**src/rtl/uart_tx_fifo.sv**
```systemverilog
// uart_tx_fifo
// Byte FIFO sitting between the hart's MMIO write path and serial_transmitter.
//
// Register map (byte addresses):
//   BASE_ADDR + 0x00  DATA    byte write pushes value[7:0]; wider writes set width_err
//   BASE_ADDR + 0x10  STATUS  {count[16:8], tx_busy, width_err, full, empty}; write value[0]=1 clears width_err
//   BASE_ADDR + 0x14  CTRL    bit0 tx_enable (r/w); write value[1]=1 flushes the FIFO
//
// Ports:
//   core_clock           clock, rising edge
//   reset                synchronous, active-high
//   mmio_addr/enable/width/value   write request, held stable until mmio_write_complete
//   mmio_hit             address decodes to one of the three registers
//   mmio_write_complete  combinational write acknowledge
//   mmio_r_data          combinational read data for mmio_addr
//   tx_data              FIFO head byte
//   tx_data_available    tx_data is valid
//   tx_ready             transmitter takes the head byte this cycle
module uart_tx_fifo #(
  parameter int unsigned DEPTH     = 16,
  parameter logic [31:0] BASE_ADDR = 32'h0003_0000
) (
  input  logic        core_clock,
  input  logic        reset,
  input  logic [31:0] mmio_addr,
  input  logic        mmio_enable,
  input  logic [1:0]  mmio_width,
  input  logic [31:0] mmio_value,
  output logic        mmio_hit,
  output logic        mmio_write_complete,
  output logic [31:0] mmio_r_data,
  output logic [7:0]  tx_data,
  output logic        tx_data_available,
  input  logic        tx_ready
);

  localparam int unsigned AW          = $clog2(DEPTH);
  localparam logic [31:0] STATUS_ADDR = BASE_ADDR + 32'h10;
  localparam logic [31:0] CTRL_ADDR   = BASE_ADDR + 32'h14;
  localparam logic [AW:0] FULL_COUNT  = (AW+1)'(DEPTH);

  logic [7:0]    r_mem [DEPTH];
  logic [AW-1:0] r_rptr;
  logic [AW-1:0] r_wptr;
  logic [AW:0]   r_count;
  logic          r_tx_enable;
  logic          r_width_err;

  logic w_sel_data;
  logic w_sel_status;
  logic w_sel_ctrl;
  logic w_empty;
  logic w_full;
  logic w_byte;
  logic w_data_wr;
  logic w_push;
  logic w_wide;
  logic w_status_wr;
  logic w_ctrl_wr;
  logic w_flush;
  logic w_pop;
  logic w_unused_value;

  assign w_sel_data   = (mmio_addr == BASE_ADDR);
  assign w_sel_status = (mmio_addr == STATUS_ADDR);
  assign w_sel_ctrl   = (mmio_addr == CTRL_ADDR);
  assign mmio_hit     = w_sel_data | w_sel_status | w_sel_ctrl;

  // Fullness comes from the registered count only, so a stalled write cannot
  // sneak in on the same edge that a pop frees a slot.
  assign w_empty = (r_count == '0);
  assign w_full  = (r_count == FULL_COUNT);

  assign w_byte      = (mmio_width == 2'd0);
  assign w_data_wr   = !reset && mmio_enable && w_sel_data;
  assign w_push      = w_data_wr && w_byte && !w_full;
  assign w_wide      = w_data_wr && !w_byte;
  assign w_status_wr = !reset && mmio_enable && w_sel_status;
  assign w_ctrl_wr   = !reset && mmio_enable && w_sel_ctrl;
  assign w_flush     = w_ctrl_wr && mmio_value[1];

  assign tx_data_available   = !reset && !w_empty && r_tx_enable;
  assign w_pop               = tx_data_available && tx_ready && !w_flush;
  assign tx_data             = r_mem[r_rptr];
  assign mmio_write_complete = w_push || w_wide || w_status_wr || w_ctrl_wr;

  assign w_unused_value = &{1'b0, mmio_value[31:8]};

  always_comb begin
    mmio_r_data = '0;
    if (w_sel_status) begin
      mmio_r_data = {15'd0, 9'(r_count), 4'd0,
                     tx_data_available, r_width_err, w_full, w_empty};
    end else if (w_sel_ctrl) begin
      mmio_r_data = {31'd0, r_tx_enable};
    end
  end

  always_ff @(posedge core_clock) begin
    if (w_push) begin
      r_mem[r_wptr] <= mmio_value[7:0];
    end
  end

  always_ff @(posedge core_clock) begin
    if (reset) begin
      r_rptr      <= '0;
      r_wptr      <= '0;
      r_count     <= '0;
      r_width_err <= 1'b0;
      r_tx_enable <= 1'b1;
    end else begin
      // A flush only ever coincides with a CTRL write, so no push can be lost here.
      if (w_flush) begin
        r_rptr  <= '0;
        r_wptr  <= '0;
        r_count <= '0;
      end else begin
        if (w_push) begin
          r_wptr <= r_wptr + AW'(1);
        end
        if (w_pop) begin
          r_rptr <= r_rptr + AW'(1);
        end
        if (w_push && !w_pop) begin
          r_count <= r_count + (AW+1)'(1);
        end else if (w_pop && !w_push) begin
          r_count <= r_count - (AW+1)'(1);
        end
      end

      if (w_wide) begin
        r_width_err <= 1'b1;
      end else if (w_status_wr && mmio_value[0]) begin
        r_width_err <= 1'b0;
      end

      if (w_ctrl_wr) begin
        r_tx_enable <= mmio_value[0];
      end
    end
  end

endmodule

```
**config.mk**
```make
export PLATFORM = sky130hd
export DESIGN_NAME = uart_tx_fifo
export DESIGN_NICKNAME = d
export VERILOG_FILES = /design/src/rtl/uart_tx_fifo.sv
export SDC_FILE = /design/constraint.sdc
export NUM_CORES = 1
export LEC_CHECK = 0
export BUFFER_PORTS_ARGS = -buffer_cell sky130_fd_sc_hd__buf_4
export CORE_ASPECT_RATIO = 1.2
export CORE_UTILIZATION = 43
export CTS_BUF_LIST = sky130_fd_sc_hd__clkbuf_4 sky130_fd_sc_hd__clkbuf_8
export DETAILED_ROUTE_END_ITERATION = 16
export GPL_ROUTABILITY_DRIVEN = 0
export GPL_TIMING_DRIVEN = 0
export SLEW_MARGIN = 15
export SYNTH_ARGS = -nofsm -noshare
export SYNTH_HDL_FRONTEND = slang
export SYNTH_SLANG_ARGS = --single-unit
```
**constraint.sdc**
```tcl
create_clock -name core_clock -period 4 [get_ports core_clock]
set_input_delay 0.2 -clock core_clock [delete_from_list [all_inputs] [get_ports core_clock]]
set_output_delay 0.2 -clock core_clock [all_outputs]
set_load 0.01 [all_outputs]
```
## Word-level counts from Yosys, hierarchy flattened

Memories as Yosys holds them, arrays and structs flattened. A register that Yosys moved wholly into a read port is not among the register bits.
Cells that the tools add are included.

- Bits in registers: 15
- Memory bits (writable): 128
- Logic and storage cells: 56
- Memories: 1

Memories:

| name | words | width | read ports | clocked after memory_dff | write ports | line | RTL |
|---|---|---|---|---|---|---|---|
| r_mem | 16 | 8 | 1 | 1 | 1 | 42 | `logic [7:0] r_mem [DEPTH];` |

- Add/sub/neg operators: 4
- Eq/ne operators: 4
- Muxes and demuxes: 10
- Bitwise operators: 2
- Reductions and logical operators: 30

Operators by type and width:

| operator | number |
|---|---|
| equality test 32 x 18 -> 1 bit (second input constant) | 3 |
| 2-to-1 mux 32 bit | 1 |
| logical AND 1 bit | 15 |
| 2-to-1 mux 5 bit | 2 |
| adder 4 x 1 -> 4 bit (second input constant) | 2 |
| 2-to-1 mux 4 bit | 2 |
| zero test 1 bit | 7 |
| adder 5 x 1 -> 5 bit (second input constant) | 1 |
| equality test 5 bit (second input constant) | 1 |
| zero test 5 bit | 1 |
| 2-to-1 mux 1 bit | 5 |
| subtractor 5 x 1 -> 5 bit (second input constant) | 1 |
| nonzero test 2 bit | 2 |
| logical OR 1 bit | 3 |
| zero test 2 bit | 1 |
| OR 1 bit | 2 |
| OR reduction 2 bit | 1 |

## Logic depth before layout (Yosys ltp)

Gate-level depths: netlist of run 1.

- Depth in word-level cells: 9
- Depth in mapped cells: 12
- Mapped depth without buffers: 12

## Worst setup path before layout of run 1

OpenSTA, ideal clock, no wires.

- Path kind: register to register
- From: register r_count[0]
- To: register r_count[4]
- Setup time: 0.070 ns
- Arrival time: 2.860 ns
- Slack: 1.070 ns
- Stages on the path, launching flop included: 13
- Path buffers: 0
- Cell sequence: dfxtp_1 > nor4_1 > a21oi_1 > nand2_1 > a31o_2 > ha_1 > inv_1 > ha_1 > nor2b_1 > o21a_1 > or4_1 > a21o_1 > a21oi_1

- Longest elaborated chain between the ends: 9
- Elaborated cells between the ends (all ways): 18

Ends and longest elaborated chain:

| element | line | RTL |
|---|---|---|
| start, declared | 45 | `logic [AW:0] r_count;` |
| start signal, assigned | 126 | `r_count <= r_count + (AW+1)'(1);` |
| start signal, assigned | 128 | `r_count <= r_count - (AW+1)'(1);` |
| zero test 5 bit (*) | 71 | `assign w_empty = (r_count == '0);` |
| zero test 1 bit (*) | 82 | `assign tx_data_available = !reset && !w_empty && r_tx_enable;` |
| logical AND 1 bit (*) (2 in a row) | 82 |  |
| via tx_data_available | 33 | `output logic tx_data_available,` |
| logical AND 1 bit (*) (2 in a row) | 83 | `assign w_pop = tx_data_available && tx_ready && !w_flush;` |
| zero test 1 bit | 125 | `if (w_push && !w_pop) begin` |
| logical AND 1 bit | 125 |  |
| 2-to-1 mux 5 bit or nonzero test 2 bit (tied branches) | n/a |  |

The timed path passes the listed nets; every way through them passes the cells marked *. The select of a mux whose other input is x is not followed.
A chain may end at the register's enable or synchronous reset.

## Worst setup path after layout of run 1

- From: register r_count[0]
- To: register r_count[4]

- Longest elaborated chain between the ends: 9
- Elaborated cells between the ends (all ways): 18

Ends and longest elaborated chain:

| element |
|---|
| parallel branches: the longest is 9 deep, another holds subtractor 5 x 1 -> 5 bit |

Several ways; the timed one is not identified. The select of a mux whose other input is x is not followed.

==> out/summary.log, run 1 <==
qor: final_layout.nNetsFinal 545
qor: grt.grt_use_total 0.175
qor: final_layout.layout-drive-gt1-share 0.388
qor: floorplanning.die_height 135 µm
qor: clocking.root_buffer clkbuf_8
qor: power.power.net_switching 579 µW
qor: floorplanning.die_area 15300 µm²
qor: setup_path.reg2regPathDepth 12
qor: clocking.cts.path.max_buffers 2
qor: yosys.synth_top_area_frac 0.605
qor: drt.dr.pass1.iters 4
qor: sta.timing_worst_slew_pin_value 0.862 ns
qor: yosys.avgSynthCellArea 17.8 µm²
qor: clocking.cts.clk_slew.worst_paths 0.07 ns
qor: hold_path.worst_hold_path_type in2reg
qor: setup_path.crit_arrival 3.73 ns
qor: floorplanning.die-width 113 µm
qor: sta.report.final.slew_viol_count 0
qor: sta.fmax 298 MHz
qor: power.leakage_power_figure 0.00268 µW
qor: sta.hold_viol 0
qor: hold_path.worstHoldEndpoint r_tx_enable$_SDFFE_PP1P_
qor: drt.remaining_drc_errors 0
qor: yosys.synth-edff-count 128
qor: grt.grt_pass1_wl 19100 µm
qor: final_layout.regArea 4220 µm²
qor: setup_path.reg2reg_setup_slack 0.64 ns
qor: hold_path.holdPathStages 2
qor: clocking.cts_tree built
qor: setup_path.critical_path_peak_fanout 5
qor: clocking.cts_setup_buffers 0
qor: yosys.yosys_warnings 0
qor: sta.rel_slew_slack 0.423
qor: sta.setup_total_negative_slack 0 ns
qor: setup_path.reg2reg_to r_count[4]$_SDFFE_PP0P_
qor: final_layout.multi_input_area 1960 µm²
qor: yosys.synthTopCellsByArea edfxtp_1 60%, mux4_2 14%, dfxtp_1 6.0%, buf_4 2.8%, nor4_4 2.0%
qor: power.max-vdd-ir-drop 0.155 mV
qor: placed_design.io_buffers 65
qor: final_layout.n_fill_cell 1226
qor: power.power_frac_clock 0.409
qor: setup_path.worstPathRequired 4.37 ns
qor: final_layout.areaGrowthSynthToFinish 19.3%
qor: floorplanning.initial_core_util 0.441
qor: floorplanning.design.core.area 14400 µm²
qor: setup_path.worstPathCellList nor4_1 -> a21oi_1 -> nand2_1 -> a31o_2 -> ha_1 -> inv_1 -> ha_1 -> nor2b_1 -> o21a_1 -> or4_1 -> a21o_1 -> a21oi_1
qor: setup_path.critPathCaptureType flip-flop
qor: yosys.synth_area 6360 µm²
qor: run.cap_viol_max_count 0
qor: clocking.insertion_delay 0.44 ns
qor: power.seq_power_share 0.558
qor: floorplanning.ios 113
qor: outcome.status finished clean
qor: hold_path.holdCritStartpoint mmio_enable
qor: yosys.post-synth-top-area-cell edfxtp_1
qor: yosys.synth.top_cells.by_count 128 x edfxtp_1, 40 x mux4_2, 24 x buf_4, 24 x nor2_1, 19 x dfxtp_1
qor: clocking.cts_buffers 17
qor: yosys.yosys.cell_types.count 48
qor: grt.grt_max_degree 19
qor: sta.clock_skew 0.00901 ns
qor: drt.routed-via-count 3352
qor: final_layout.insertedDiodeCount 0
qor: grt.grt_pass1_vias 3533
qor: yosys.synthArstFlopShare 0
qor: power.swShare 0.194
qor: sta.min_period_over_period 0.840
qor: yosys.postSynthRegisterBits 147
qor: clocking.clock_sink_count 147
qor: drt.first_iter_violations 151
qor: grt.grt_antenna_before_repair 0
qor: setup_path.start_kind flip-flop
qor: drt.detail_route.wl_per_cell 18.9 µm
qor: setup_path.crit-reg2reg-launch r_count[0]$_SDFFE_PP0P_
qor: power.power-per-cell-area 393 nW/µm²
qor: clocking.htree_num_levels 4
qor: setup_path.slowest_stage nor4_1
qor: sta.rsz0062_at_grt false
qor: drt.avgViaCountPerCell 5.14
qor: placed_design.dp_hpwl 8770 µm
qor: yosys.synthFlopType edfxtp_1
qor: drt.wirelength 12300 µm
qor: power.p_total 2980 µW
qor: setup_path.critPathKind reg2reg
qor: yosys.synthesis.instances 358
qor: power.combinationalPowerShare 0.034
qor: power.cellInternalPower 2400 µW
qor: sta.setup_viol 0
qor: grt.grt_overflow_total 0
qor: yosys.yosysSeqAreaShare 0.664
qor: floorplanning.row_count 48
qor: setup_path.crit_path_max_incr_delay 0.57 ns
qor: yosys.yosys.cell_count.top_type edfxtp_1
qor: sta.timing.final.crit_period 3.36 ns
qor: drt.antenna_violating_nets_post_route 0
-- cell type report --
class	count	area share
flip-flops and latches	147	0.557
multi-input cells	190	0.259
repair buffers	66	0.0657
clock buffers	20	0.0338
plain buffers	35	0.0308
well taps	175	0.0289
clock inverters	11	0.0213
inverters	8	0.00396
-- stage by stage --
stage          setup slack (ns)  hold WS (ns)  instances   util  instance area (µm²)
6_report                  0.641        0.0486        652  0.526                 7580
2_1_floorplan              1.07         0.269        380      -                 6440
5_1_grt                   0.361        0.0203        652  0.526                 7580
4_1_cts                   0.564        0.0179        652  0.526                 7580
3_5_place_dp              0.583         0.407        620  0.497                 7160
3_3_place_gp              0.616         0.398        620  0.496                 7150
-- metal layers --
metal / routed length (µm) / share of wire / track usage / vias to the layer above
li1: - / - / - / 1587
met1: 4860 / 0.40 / 0.198 / 1686
met2: 6840 / 0.56 / 0.320 / 62
met3: 376 / 0.031 / 0.0416 / 17
met4: 219 / 0.018 / 0.0680 / 0
met5: 0 / 0 / 0 / -
-- repair_timing --
item	4_1_cts	5_1_grt
resized for setup	0	0
hold buffers	1	0
hold endpoints to repair	2	0
-- layout by cell type, fill, tap and decap left out, types with 6 or more instances in the layout --
cell type / count
nor4_4: 6
nor2_1: 24
inv_1: 8
buf_4: 89
a21oi_1: 7
dfxtp_1: 19
mux4_2: 40
edfxtp_1: 128
nand2_1: 8
nor3_1: 6
ha_1: 9
clkbuf_8: 17
conb_1: 23
-- power by group through the flow --
stage / logic, µW / clock network, µW / registers [µW]
4_1_cts: 101 / 1240 / 1660
3_3_place_gp: 97.6 / 0 / 1700
6_report: 101 / 1220 / 1660
5_1_grt: 110 / 1290 / 1660
2_1_floorplan: 37.0 / 0 / 1700
3_5_place_dp: 101 / 0 / 1700
-- state kept, by name (all words and copies together) (netlist names), named ones only --
name / flops
r_mem: 128
r_count: 5
r_rptr: 4
r_wptr: 4
r_tx_enable: 1
r_width_err: 1
-- kinds of logic after synthesis --
group,after synthesis,synth area share
other,1,0.000590
multiplexers,43,0.146
XOR/XNOR,5,0.00689
AND/OR/NAND/NOR,84,0.0917
AO/OA/AOI/OAI,25,0.0276
adder cells (fa/ha/maj),10,0.0209
buffers and inverters,43,0.0415
flip-flops,147,0.664
-- critical path: cells and delay by family (launching register included) --
family	cells	cell delay (ns)
compound gates	5	0.93
fa+ha+maj	2	0.50
buf+inv	1	0.10
flops	1	0.35
simple gates	4	1.40
-- worst max-delay path by stage --
stage                     cells past startpoint  slack, ns               startpoint                 endpoint
after floorplan                              12       1.07  r_count[0]$_SDFFE_PP0P_  r_count[4]$_SDFFE_PP0P_
after global placement                       12       0.62  r_count[0]$_SDFFE_PP0P_  r_count[4]$_SDFFE_PP0P_
after detailed placement                     13       0.58             mmio_addr[3]  r_count[4]$_SDFFE_PP0P_
after CTS                                    12       0.56  r_count[0]$_SDFFE_PP0P_  r_count[4]$_SDFFE_PP0P_
after global routing                         12       0.36  r_count[0]$_SDFFE_PP0P_  r_count[4]$_SDFFE_PP0P_
final                                        12       0.64  r_count[0]$_SDFFE_PP0P_  r_count[4]$_SDFFE_PP0P_
(Power assumes the default switching activity.)
==> inputs of run 2 (changes only) <==
Settings changed: PLACE_DENSITY from default to 0.67.
Clock period 4 ns to 2.7 ns, I/O delays scaled along.
==> out/summary.log, run 2 (same netlist as run 1, synthesis figures left out) <==
qor: outcome.status finished clean
qor: setup_path.worstPathRequired 3.08 ns
qor: placed_design.preCtsSetupSlack -0.376 ns
qor: setup_path.reg2reg_to r_count[4]$_SDFFE_PP0P_
qor: final_layout.largest_reg_flops 128
qor: placed_design.dp.cells 620
qor: setup_path.reg2reg_setup_slack 0.05 ns
qor: power.max-vdd-ir-drop 0.232 mV
qor: sta.clock_skew 0.0130 ns
qor: grt.grt_max_degree 19
qor: sta.rel_slew_slack 0.431
qor: sta.hold_viol 0
qor: grt.grt_antenna_before_repair 0
qor: power.leakage_power_figure 0.00283 µW
qor: floorplanning.die-width 113 µm
qor: clocking.root_buffer clkbuf_8
qor: final_layout.reg.largest.list r_mem: 128 flops, r_count: 5 flops
qor: floorplanning.die_area 15300 µm²
qor: drt.routed-via-count 3507
qor: power.power_frac_clock 0.410
qor: clocking.htree_num_levels 4
qor: sta.timing_worst_slew_pin_value 0.850 ns
qor: power.p_total 4450 µW
qor: floorplanning.initial_core_util 0.441
qor: final_layout.nNetsFinal 561
qor: setup_path.critPathCaptureType flip-flop
qor: sta.min_period_over_period 0.980
qor: floorplanning.die_height 135 µm
qor: power.seq_power_share 0.553
qor: drt.dr.pass1.iters 4
qor: final_layout.insertedDiodeCount 0
qor: grt.grt_pass1_wl 20000 µm
qor: floorplanning.design.core.area 14400 µm²
qor: final_layout.layout_commonest_cell edfxtp_1
qor: sta.final.setup.worst_slack 0.0532 ns
qor: grt.grt_overflow_total 0
qor: run.cap_viol_max_count 0
qor: final_layout.layout-drive-gt1-share 0.437
qor: clocking.insertion_delay 0.44 ns
qor: power.swShare 0.198
qor: sta.hold-worst-slack 0.0434 ns
qor: drt.avgViaCountPerCell 5.24
qor: setup_path.crit-reg2reg-launch r_count[0]$_SDFFE_PP0P_
qor: final_layout.mostFrequentLayoutCells 128 x edfxtp_1, 98 x buf_4, 40 x mux4_2
qor: sta.setup_viol 0
qor: power.combinationalPowerShare 0.037
qor: drt.first_iter_violations 288
qor: setup_path.crit_arrival 3.03 ns
qor: final_layout.areaGrowthSynthToFinish 23.7%
qor: floorplanning.ios 113
qor: clocking.cts.path.max_buffers 2
qor: setup_path.reg2regPathDepth 12
qor: final_layout.top_register r_mem
qor: clocking.clock_sink_count 147
qor: final_layout.stdcell_count 669
qor: clocking.cts_tree built
qor: setup_path.timing.critical_path.to r_count[4]$_SDFFE_PP0P_
qor: grt.grt_pass1_vias 3559
qor: placed_design.io_buffers 65
qor: drt.antenna_violating_nets_post_route 0
qor: setup_path.critPathKind reg2reg
qor: grt.grt_use_total 0.185
qor: sta.setup_total_negative_slack 0 ns
qor: drt.detail_route.wl_per_cell 19.4 µm
qor: drt.wirelength 13000 µm
qor: sta.timing.final.crit_period 2.65 ns
qor: drt.remaining_drc_errors 0
qor: clocking.cts.clk_slew.worst_paths 0.08 ns
qor: setup_path.start_kind flip-flop
qor: clocking.cts_buffers 17
qor: sta.fmax 378 MHz
qor: sta.rsz0062_at_grt true
qor: power.cellInternalPower 3570 µW
qor: power.power.net_switching 881 µW
qor: hold_path.worst_hold_path_type in2reg
qor: power.power-per-cell-area 565 nW/µm²
qor: setup_path.critical_path_peak_fanout 5
qor: setup_path.startpoint r_count[0]$_SDFFE_PP0P_
qor: placed_design.dp_hpwl 8900 µm
qor: sta.report.final.slew_viol_count 0
qor: floorplanning.row_count 48
[run 2: changes by cell type in the layout (fill, tap and decap cells not counted), moves of 3 or more]
cell	change
buf_2	-3
buf_4	+9
buf_6	+3
clkbuf_1	-3
clkbuf_2	+3
clkinv_1	-3
dfxtp_1	-4
dfxtp_4	+4
dlygate4sd3_1	+5
[run 2: layout make-up]
| cell class | count | area (µm²) |
|---|---|---|
| timing repair buffer | 83 | 652 |
| tap | 175 | 219 |
| sequential | 147 | 4240 |
| multi-input combinational | 190 | 2040 |
| fill | 1147 | 6550 |
| buffer | 34 | 245 |
| clock inverter | 13 | 184 |
| clock buffer | 19 | 249 |
| inverter | 8 | 32.5 |
[run 2: per-stage QoR]
step	util	cell area (µm²)
after floorplan	-	6490
after global placement	0.499	7200
after detailed placement	0.500	7210
after CTS	0.542	7820
after global routing	0.546	7870
final	0.546	7870
[run 2: layer usage]
layer	vias up	share of wire	global-route usage
li1	1618	-	-
met1	1746	0.40	0.219
met2	129	0.54	0.328
met3	14	0.057	0.0497
met4	0	0.012	0.0570
met5	-	0	0
[run 2: power by group through the flow]
stage	Sequential (µW)	Combinational [µW]	Clock (µW)
floorplan	2510	55.0	0
global placement	2510	148	0
detailed placement	2510	153	0
CTS	2460	162	1860
global route	2460	179	1950
finish	2460	165	1820
[run 2: how the worst min path moves through the flow]
| stage | slack (ns) | startpoint | depth (start not counted) | to |
|---|---|---|---|---|
| final | 0.04 | mmio_value[7] | 1 | r_mem[10][7]$_DFFE_PP_ |
| after global placement | 0.33 | reset | 2 | r_width_err$_SDFFE_PP0P_ |
| after detailed placement | 0.34 | reset | 2 | r_width_err$_SDFFE_PP0P_ |
| after global routing | 0.02 | mmio_value[7] | 1 | r_mem[10][7]$_DFFE_PP_ |
| after CTS | 0.02 | mmio_value[7] | 1 | r_mem[0][7]$_DFFE_PP_ |
| after floorplan | 0.20 | reset | 1 | r_width_err$_SDFFE_PP0P_ |
[run 2: worst max-delay path, stage by stage, from the launching register on]
cell and delay (ns):
dfxtp_4 0.36, nor4_4 0.40, a21oi_4 0.14, nand2_4 0.11, a31o_2 0.13, ha_4 0.15, inv_4 0.05, ha_4 0.21
nor2b_2 0.15, o21a_1 0.18, or4_4 0.42, a21o_1 0.18, a21oi_2 0.11
[run 2: repair_timing]
action	in CTS	in global routing
pin swaps	6	6
gates resized for setup	17	11
hold endpoints to repair	42	0
buffers inserted	8	4
hold buffers	8	0
setup endpoints to repair	9	53
==> inputs of run 3 (changes only) <==
Settings changed: GPL_TIMING_DRIVEN 0 to default, RECOVER_POWER from default to 100.
==> out/summary.log, run 3 (same netlist as run 1, synthesis figures left out) <==
qor: floorplanning.die_height 135 µm
qor: clocking.cts.path.max_buffers 2
qor: floorplanning.ios 113
qor: setup_path.worstPathCellList dlygate4sd3_1 -> buf_4 -> nor2b_2 -> nand4b_1 -> nor4_4 -> ha_4 -> inv_2 -> ha_4 -> nor2b_1 -> o21a_1 -> or4_4 -> a21o_1 -> a21oi_1
qor: grt.grt_max_degree 33
qor: placed_design.postPlaceCellArea 7270 µm²
qor: grt.grt_pass1_wl 19500 µm
qor: floorplanning.die_area 15300 µm²
qor: run.cap_viol_max_count 0
qor: setup_path.cp_num_buf_inv 3
qor: hold_path.worstHoldEndpoint r_width_err$_SDFFE_PP0P_
qor: setup_path.worstPathRequired 3.07 ns
qor: clocking.root_buffer clkbuf_8
qor: drt.first_iter_violations 215
qor: final_layout.layout_commonest_cell edfxtp_1
qor: power.power-per-cell-area 561 nW/µm²
qor: grt.grt_overflow_total 0
qor: floorplanning.die-width 113 µm
qor: clocking.insertion_delay 0.44 ns
qor: final_layout.postLayoutCoreUtil 0.537
qor: final_layout.mostFrequentLayoutCells 128 x edfxtp_1, 95 x buf_4, 40 x mux4_2
qor: drt.wirelength 12300 µm
qor: placed_design.dp.cells 624
qor: drt.routed-via-count 3511
qor: setup_path.start_kind primary input
qor: setup_path.slowest_stage dlygate4sd3_1
qor: sta.timing_worst_slew_pin_value 0.770 ns
qor: drt.remaining_drc_errors 0
qor: sta.hold-worst-slack 0.0478 ns
qor: drt.antenna_violating_nets_post_route 0
qor: clocking.htree_num_levels 4
qor: sta.fmax 379 MHz
qor: floorplanning.initial_core_util 0.441
qor: setup_path.cell_mode_on_critical_path ha_4
qor: grt.grt_use_total 0.177
qor: final_layout.stdcell_count 665
qor: setup_path.critical_path_peak_fanout 5
qor: final_layout.reg.largest.list r_mem: 128 flops, r_count: 5 flops
qor: power.leakage_power_figure 0.00271 µW
qor: setup_path.reg2reg_to r_count[4]$_SDFFE_PP0P_
qor: final_layout.n_fill_cell 1195
qor: sta.min_period_over_period 0.978
qor: power.max-vdd-ir-drop 0.241 mV
qor: sta.report.final.slew_viol_count 0
qor: final_layout.areaGrowthSynthToFinish 21.8%
qor: sta.timing.final.crit_period 2.64 ns
qor: placed_design.io_buffers 65
qor: final_layout.top_register r_mem
qor: placed_design.dp_hpwl 8570 µm
qor: final_layout.post-route-cell-area 7740 µm²
qor: drt.dr.pass1.iters 4
qor: setup_path.reg2reg_setup_slack 0.13 ns
qor: floorplanning.row_count 48
qor: setup_path.reg2regPathDepth 11
qor: final_layout.largest_reg_flops 128
qor: clocking.cts_buffers 17
qor: setup_path.crit_path_max_incr_delay 0.54 ns
qor: grt.grt_antenna_before_repair 0
qor: setup_path.critPathCaptureType flip-flop
qor: sta.clock_skew 0.00942 ns
qor: drt.detail_route.wl_per_cell 18.5 µm
qor: grt.grt_pass1_vias 3701
qor: setup_path.timing.critical_path.max_delay_family simple AND/OR/NAND/NOR gates
qor: clocking.cts.clk_slew.worst_paths 0.07 ns
qor: drt.avgViaCountPerCell 5.28
qor: setup_path.crit_arrival 3.01 ns
qor: hold_path.holdPathStages 4
qor: clocking.clock_sink_count 147
qor: clocking.cts_tree built
qor: setup_path.critPathKind in2reg
qor: sta.rel_slew_slack 0.487
qor: outcome.status finished clean
qor: hold_path.holdCritStartpoint mmio_addr[4]
qor: final_layout.layout-drive-gt1-share 0.402
qor: sta.setup_viol 0
qor: final_layout.nNetsFinal 557
qor: floorplanning.design.core.area 14400 µm²
qor: final_layout.insertedDiodeCount 0
qor: hold_path.worst_hold_path_type in2reg
qor: sta.hold_viol 0
qor: setup_path.crit-reg2reg-launch r_count[3]$_SDFFE_PP0P_
[run 3: cell types whose count changed in the layout (fill, tap and decap cells not counted), moves of 3 or more]
cell,change
nor3_1,+3
buf_6,-4
clkbuf_1,+9
buf_4,-3
dfxtp_2,+4
buf_1,-3
clkinv_1,+4
clkbuf_2,-3
dfxtp_4,-3
[run 3: timing repair]
item	CTS	global route
pin swaps	2	5
resized for setup	4	3
setup endpoints to repair	1	1
hold buffers	8	0
hold endpoints to repair	98	0
buffers inserted	1	0
[run 3: power breakdown]
part           internal, µW  leakage (µW)  switching [µW]
combinational          55.0       0.00120            75.3
sequential             2460       0.00131      0.00000321
clock                   994      0.000209             758
total                  3510       0.00271             834
[run 3: through the flow]
| step | total power [µW] | worst slack [ns] | setup TNS [ns] |
|---|---|---|---|
| final | 4350 | 0.0601 | 0 |
| after global routing | 4490 | -0.00960 | -0.00960 |
| after CTS | 4380 | 0.000707 | 0 |
| after detailed placement | 2640 | -0.141 | -0.141 |
| after global placement | 2640 | -0.0484 | -0.0484 |
| after floorplan | 2570 | 0.00420 | 0 |
[run 3: how the worst max path moves through the flow]
stage	to	slack [ns]	startpoint	cells past startpoint
6_report	r_count[4]$_SDFFE_PP0P_	0.06	reset	13
5_1_grt	r_count[4]$_SDFFE_PP0P_	-0.01	mmio_enable	13
4_1_cts	r_count[4]$_SDFFE_PP0P_	0.0007	r_count[2]$_SDFFE_PP0P_	11
3_5_place_dp	r_count[4]$_SDFFE_PP0P_	-0.14	mmio_addr[9]	12
3_3_place_gp	r_count[4]$_SDFFE_PP0P_	-0.05	mmio_addr[9]	12
2_1_floorplan	r_count[4]$_SDFFE_PP0P_	0.004	mmio_addr[18]	12
[run 3: layout make-up]
cell class                 count  area, µm²  share of cell area
sequential                   147       4230               0.547
multi-input combinational    190       2010               0.259
timing repair buffer         113        847               0.109
clock buffer                  18        241              0.0312
tap                          175        219              0.0283
clock inverter                14        168              0.0217
inverter                       8       30.0             0.00388
[run 3: worst reg2reg max path: cells and delay by family, from the launching register on]
kind	cells	cell delay, ns
simple gates	4	1.00
flops	1	0.34
compound gates	4	0.72
buf+inv	1	0.08
fa+ha+maj	2	0.36
[run 3: metal layers]
| metal | track usage | vias up | part of all wire |
|---|---|---|---|
| li1 | - | 1608 | - |
| met1 | 0.219 | 1775 | 0.41 |
| met2 | 0.304 | 111 | 0.52 |
| met3 | 0.0497 | 17 | 0.051 |
| met4 | 0.0548 | 0 | 0.016 |
| met5 | 0 | - | 0 |
